===== src/rtl/led_bcm_scanner.sv =====
// HUB75 64x64 1/32-scan BCM scanner: reads pixel pairs from the frame buffer and drives the panel.
// Define LED_BCM_TEST_PATTERN_EN to replace buffer data with a row/column bring-up pattern.
module led_bcm_scanner #(
  parameter int unsigned DELAY   = 1,
  parameter int unsigned PLANES  = 5,
  parameter int unsigned COLUMNS = 64
) (
  input  logic        i_clk,
  input  logic        i_resetn,
  input  logic        i_enable,
  output logic [13:0] o_read_addr,
  input  logic [31:0] i_data_out,
  output logic [15:0] o_led_panel,
  output logic        o_frame_done
);

  localparam int unsigned TimerW    = $clog2(DELAY << (PLANES - 1)) + 1;
  localparam logic [5:0]  ColLast   = 6'(COLUMNS - 1);
  localparam logic [2:0]  PlaneLast = 3'(PLANES - 1);
  localparam logic [2:0]  PlaneOff  = 3'(5 - PLANES);
  localparam logic [4:0]  RowLast   = 5'd31;

  typedef enum logic [2:0] {
    StIdle, StFetch, StShift, StBlank, StLatch, StDisplay
  } state_e;

  state_e              r_state, w_state;
  logic [4:0]          r_row, w_row;
  logic [5:0]          r_col, w_col;
  logic [2:0]          r_plane, w_plane;
  logic                r_phase, w_phase;
  logic [TimerW-1:0]   r_timer, w_timer;
  logic [13:0]         r_addr, w_addr;
  logic [5:0]          r_rgb, w_rgb;
  logic [4:0]          r_abcde, w_abcde;
  logic                r_clk, w_clk;
  logic                r_lat, w_lat;
  logic                r_oe_n, w_oe_n;
  logic                r_frame_done, w_frame_done;

  logic [15:0]         w_pix_up, w_pix_lo;
  logic [2:0]          w_bit;
  logic [4:0]          w_r_up, w_g_up, w_b_up, w_r_lo, w_g_lo, w_b_lo;
  logic [5:0]          w_plane_rgb;
  logic [TimerW-1:0]   w_disp_last;
  logic                w_unused_g_lsb;

`ifdef LED_BCM_TEST_PATTERN_EN
  logic w_unused_data;
  assign w_unused_data = ^i_data_out;
  assign w_pix_up      = {r_col[4:0], r_row, 1'b0, 5'b00000};
  assign w_pix_lo      = {5'b00000, 6'b000000, r_col[4:0]};
`else
  assign w_pix_up = i_data_out[15:0];
  assign w_pix_lo = i_data_out[31:16];
`endif

  // Green drops its LSB so every channel contributes its 5 MSBs; fewer planes keep the top bits.
  assign w_bit          = r_plane + PlaneOff;
  assign w_r_up         = w_pix_up[15:11];
  assign w_g_up         = w_pix_up[10:6];
  assign w_b_up         = w_pix_up[4:0];
  assign w_r_lo         = w_pix_lo[15:11];
  assign w_g_lo         = w_pix_lo[10:6];
  assign w_b_lo         = w_pix_lo[4:0];
  assign w_unused_g_lsb = w_pix_up[5] ^ w_pix_lo[5];
  assign w_plane_rgb    = {w_b_lo[w_bit], w_g_lo[w_bit], w_r_lo[w_bit],
                           w_b_up[w_bit], w_g_up[w_bit], w_r_up[w_bit]};
  assign w_disp_last    = TimerW'((DELAY << r_plane) - 1);

  // Outputs are registered from the next state, so each value is visible during its own state.
  always_comb begin
    w_state      = r_state;
    w_row        = r_row;
    w_col        = r_col;
    w_plane      = r_plane;
    w_phase      = r_phase;
    w_timer      = r_timer;
    w_addr       = r_addr;
    w_rgb        = r_rgb;
    w_abcde      = r_abcde;
    w_clk        = 1'b0;
    w_lat        = 1'b0;
    w_oe_n       = 1'b1;
    w_frame_done = 1'b0;
    unique case (r_state)
      StIdle: begin
        if (i_enable) begin
          w_state = StFetch;
          w_row   = '0;
          w_col   = '0;
          w_plane = '0;
          w_addr  = '0;
        end
      end
      StFetch: begin
        w_state = StShift;
        w_phase = 1'b0;
      end
      StShift: begin
        if (!r_phase) begin
          w_phase = 1'b1;
          w_clk   = 1'b1;
          w_rgb   = w_plane_rgb;
          // Next column's address goes out now so its data lands in the next phase 0.
          if (r_col != ColLast) begin
            w_addr = {3'b000, r_row, r_col + 6'd1};
          end
        end else if (r_col == ColLast) begin
          w_state = StBlank;
          w_col   = '0;
        end else begin
          w_phase = 1'b0;
          w_col   = r_col + 6'd1;
        end
      end
      StBlank: begin
        w_state = StLatch;
        w_lat   = 1'b1;
        w_abcde = r_row;
      end
      StLatch: begin
        w_state = StDisplay;
        w_oe_n  = 1'b0;
        w_timer = w_disp_last;
      end
      StDisplay: begin
        if (r_timer != '0) begin
          w_timer = r_timer - TimerW'(1);
          w_oe_n  = 1'b0;
        end else begin
          w_state = StFetch;
          if (r_plane == PlaneLast) begin
            w_plane = '0;
            w_row   = r_row + 5'd1;
            if (r_row == RowLast) begin
              w_frame_done = 1'b1;
              if (!i_enable) begin
                w_state = StIdle;
              end
            end
          end else begin
            w_plane = r_plane + 3'd1;
          end
          w_addr = {3'b000, w_row, 6'd0};
        end
      end
      default: w_state = StIdle;
    endcase
  end

  always_ff @(posedge i_clk) begin
    if (!i_resetn) begin
      r_state      <= StIdle;
      r_row        <= '0;
      r_col        <= '0;
      r_plane      <= '0;
      r_phase      <= 1'b0;
      r_timer      <= '0;
      r_addr       <= '0;
      r_rgb        <= '0;
      r_abcde      <= '0;
      r_clk        <= 1'b0;
      r_lat        <= 1'b0;
      r_oe_n       <= 1'b1;
      r_frame_done <= 1'b0;
    end else begin
      r_state      <= w_state;
      r_row        <= w_row;
      r_col        <= w_col;
      r_plane      <= w_plane;
      r_phase      <= w_phase;
      r_timer      <= w_timer;
      r_addr       <= w_addr;
      r_rgb        <= w_rgb;
      r_abcde      <= w_abcde;
      r_clk        <= w_clk;
      r_lat        <= w_lat;
      r_oe_n       <= w_oe_n;
      r_frame_done <= w_frame_done;
    end
  end

  assign o_read_addr  = r_addr;
  assign o_led_panel  = {2'b00, r_oe_n, r_lat, r_clk, r_abcde, r_rgb};
  assign o_frame_done = r_frame_done;

endmodule

===== config.mk =====
export PLATFORM = sky130hd
export DESIGN_NAME = led_bcm_scanner
export DESIGN_NICKNAME = d
export VERILOG_FILES = /design/src/rtl/led_bcm_scanner.sv
export SDC_FILE = /design/constraint.sdc
export NUM_CORES = 1
export LEC_CHECK = 0
export CORE_MARGIN = 4
export CORE_UTILIZATION = 30
export CTS_CLUSTER_DIAMETER = 80
export CTS_CLUSTER_SIZE = 12
export DETAILED_ROUTE_END_ITERATION = 6
export GPL_ROUTABILITY_DRIVEN = 0
export HOLD_SLACK_MARGIN = 0.15
export PLACE_DENSITY_LB_ADDON = 0.12
export SYNTH_ARGS = -nofsm -noshare
export SYNTH_HDL_FRONTEND = slang
export SYNTH_SLANG_ARGS = --single-unit

===== constraint.sdc =====
create_clock -name i_clk -period 2.49 [get_ports i_clk]
set_input_delay 0.498 -clock i_clk [delete_from_list [all_inputs] [get_ports i_clk]]
set_output_delay 0.498 -clock i_clk [all_outputs]
set_load 0.005 [all_outputs]

==> metrics.log <==
INFO  metric tritoncts.num_buffers = 5
INFO  metric critical_path_arrival = 2.25 ns
INFO  metric p_int = 1.48 mW
INFO  metric synth_most_common_cell = sky130_fd_sc_hd__dfxtp_1
INFO  metric synth_top_cell_area_share = 38.2%
INFO  metric path_class = flop to flop
INFO  metric fp.coreArea = 8260 um^2
INFO  metric timing.max_slew.rel_slack = 52.5%
INFO  metric clock_tree.buffer_depth = 2
INFO  metric start_kind = flop
INFO  metric cts_hold_repair.buffers = 0
INFO  metric post-route-drc-count = 0
INFO  metric drtPass1Iterations = 4
INFO  metric post-route-period-util = 82.3%
INFO  metric grt_first_pass_wirelength = approximately 11000 um
INFO  metric number_of_port_buffers = 58
INFO  metric synthFlopType = sky130_fd_sc_hd__dfxtp_1
INFO  metric hold_class = flop to flop
INFO  metric syn-instance-count = slightly below 300
INFO  metric initial_utilization = 31.1%
INFO  metric nNetsFinal = about 400
INFO  metric power.static_leakage = 1.27 nW
INFO  metric clkSinkCount = 49
INFO  metric antenna_found_initial = 0
INFO  metric route.detailed.wl_per_inst = about 15 um
INFO  metric grt-ovfl-total = 0
INFO  metric slew_viol_final = 0
INFO  metric die_y = 100 um
INFO  metric layout-drive-gt1-share = 9.09%
INFO  metric die_w = approximately 100 um
INFO  metric synth_edf_count = 0
INFO  metric finalSetupViolCount = 0
INFO  metric cts.htree.levels = 2
INFO  metric net_switching = 558 uW
INFO  metric pwr-share-seq = between 40% and 50%
INFO  metric place_hpwl = 4950 um
INFO  metric synth.yosys.seq_area_share = between 30% and 40%
INFO  metric timing.critical_path.buf_inv = 0
INFO  metric clkSlewWorstSetupHoldPaths = 0.10 ns
INFO  metric critPathRequiredTime = 2.69 ns
INFO  metric antenna_violating_nets_post_route = 0
INFO  metric finish.cell_count_without_fillers = 457
INFO  metric power_frac_clock = 33.1%
INFO  metric number_of_max_cap_violations = 0
INFO  metric cts-resized-gates = 0
INFO  metric p_sw_share = ~27%
INFO  metric async_flop_share = 0%
INFO  metric io-pin-count = 66
INFO  metric worstSkewPairLatency = 0.31 ns
INFO  metric syn-cell-area = 2570 um^2
INFO  metric worst_path_largest_cell_delay = 0.43 ns
INFO  metric critPathSlowestCell = sky130_fd_sc_hd__dfxtp_1
INFO  metric synth_common_cells = sky130_fd_sc_hd__dfxtp_1, sky130_fd_sc_hd__nor2_1, sky130_fd_sc_hd__a21oi_1, sky130_fd_sc_hd__o21ai_0, sky130_fd_sc_hd__nand2_1
INFO  metric final_hold_viol_count = 0
INFO  metric clk_root_buffer_cell = sky130_fd_sc_hd__clkbuf_8
INFO  metric register_bit_count_reported_by_yosys = 49
INFO  metric vdd.ir_drop.worst = 0.000204 V
INFO  metric drt_iter0_drc = 102
INFO  metric fp.dieArea = between 10000 and 15000 um^2
INFO  metric power_per_cell_area = roughly 600 nW/um^2
INFO  metric clock_skew = 0.00886 ns
INFO  metric cp_max_fo = 13
INFO  metric sum_neg_setup_slack = 0 ns
INFO  metric cts_tree = built
INFO  metric worst_hold_slack = around 0.47 ns
INFO  metric timing_worst_slew_pin_value = ~0.71 ns
INFO  metric outcome = complete, no violations
INFO  metric routed_wl = approximately 6700 um
INFO  metric maximum_number_of_pins_on_one_net_before_global_route_repair = 19
INFO  metric post_synth.cell_area_avg = approximately 8.7 um^2
INFO  metric power.share.combinational = a little under a quarter
INFO  metric cp_common_cell = sky130_fd_sc_hd__nand2_1
INFO  metric yosys_warnings = 0
INFO  metric synthDistinctLibCells = 50
INFO  metric final_core_util = 40.7%
INFO  metric fmax = 488 MHz
INFO  metric rsz0062_at_grt = no
INFO  metric grt.total_usage = 13.8%
INFO  metric cell_by_cell_listing_of_the_critical_path = and2b_1 > nand2_1 > and3_1 > a21oi_1 > ha_1 > nor3b_1 > o21ai_0 > nand2_1 > a31oi_1
INFO  metric place.detailed.instances = 449
INFO  metric post_cts.repair.setup_buffers = 0
INFO  metric synth.top_cells.by_area = sky130_fd_sc_hd__dfxtp_1, sky130_fd_sc_hd__nor2_1, sky130_fd_sc_hd__a21oi_1
INFO  metric finalCriticalPeriod = 2.05 ns
INFO  metric area.growth.synth_to_final = 31.0%
INFO  metric crit_path_end_kind = flop
INFO  metric first_global_vias = 2300
INFO  metric biggest_area_consumer_among_synthesized_cells = sky130_fd_sc_hd__dfxtp_1
INFO  metric fp-row-count = 33
INFO  metric cell_family_with_most_cp_delay = simple AND/OR/NAND/NOR gates
INFO  metric drt-vias-per-instance = 5.08
INFO  metric antenna_cells_inserted = 0
INFO  metric vias = approximately 2300
==> state kept, by name, summed over array words and instances (netlist names) <==
register      count
o_read_addr      11
r_col             6
r_rgb             6
r_abcde           5
r_row             5
r_timer           5
r_plane           3
r_state           3
o_frame_done      1
r_clk             1
r_lat             1
r_oe_n            1
r_phase           1
==> path summary, 6_finish.rpt <==
check,slack [ns],start,endpoint,depth (start not counted)
setup / recovery,0.44,r_state[1],r_timer[4],9
hold / removal,0.47,o_read_addr[4],o_read_addr[4],2
setup reg to reg,0.44,r_state[1],r_timer[4],9
hold reg to reg,0.47,o_read_addr[4],o_read_addr[4],2
==> routing by layer <==
metal	part of all wire, %	GRT usage, %	wire length, um	up-vias
met3	4.7	3.25	313	9
met1	48	18.1	3200	1095
met2	46	22.2	3100	54
met4	1.3	4.66	88	0
li1	-	-	-	1165
met5	0	0	0	-
==> area by class of cell <==
| cell class | count | area, um^2 |
|---|---|---|
| Clock inverter | 3 | 65.1 |
| Inverter | 7 | 26.3 |
| Tap cell | 105 | 131 |
| Timing Repair Buffer | 68 | 656 |
| Clock buffer | 5 | 68.8 |
| Fill cell | 861 | 4900 |
| Sequential cell | 49 | 981 |
| Multi-Input combinational cell | 220 | 1430 |
==> cell families (layout without fill, tap and decap cells) <==
logic type                 after synthesis  count (layout)  synth area share [%]
AOI/OAI and AO/OA                       83              83                  20.6
xor gates and xnor gates                 4               4                  1.37
adders and majority gates                9               9                  4.39
buffers and inverters                   30              83                  6.53
DFF                                     49              49                  38.2
muxes                                   12              12                  7.61
other                                    1               5                 0.146
and+or+nand+nor                        107             107                  21.2
==> power groups by stage <==
stage	combinational [mW]	clock [mW]	sequential [mW]
finish	0.468	0.675	0.895
global placement	0.468	0	0.914
CTS	0.474	0.694	0.896
global route	0.520	0.721	0.903
detailed placement	0.470	0	0.913
floorplan	0.290	0	0.890
==> stage by stage <==
| step | area, um^2 | power, mW | setup slack (ns) |
|---|---|---|---|
| after CTS | 3360 | 2.06 | 0.433 |
| final | 3360 | 2.04 | 0.441 |
| after detailed placement | 3230 | 1.38 | 0.223 |
| after global placement | 3230 | 1.38 | 0.220 |
| after global routing | 3360 | 2.14 | 0.235 |
| after floorplan | 2580 | 1.18 | 0.525 |
==> cells in the final DEF (no fill, tap or decap), types with 6 or more instances in the layout <==
cell                              count
sky130_fd_sc_hd__a21oi_1             27
sky130_fd_sc_hd__a22oi_1             14
sky130_fd_sc_hd__and3_1               6
sky130_fd_sc_hd__buf_4               10
sky130_fd_sc_hd__clkdlybuf4s50_1     58
sky130_fd_sc_hd__dfxtp_1             49
sky130_fd_sc_hd__ha_1                 9
sky130_fd_sc_hd__inv_1                6
sky130_fd_sc_hd__mux2i_1              6
sky130_fd_sc_hd__mux4_2               6
sky130_fd_sc_hd__nand2_1             18
sky130_fd_sc_hd__nand3_1              6
sky130_fd_sc_hd__nor2_1              38
sky130_fd_sc_hd__nor3_1              10
sky130_fd_sc_hd__o21ai_0             21
==> tightest hold or removal path, stage by stage (launching register included) <==
cell and delay (ns):
sky130_fd_sc_hd__dfxtp_1 0.32, sky130_fd_sc_hd__nand2_1 0.05, sky130_fd_sc_hd__a21oi_1 0.05
(Power assumes the default switching activity.)
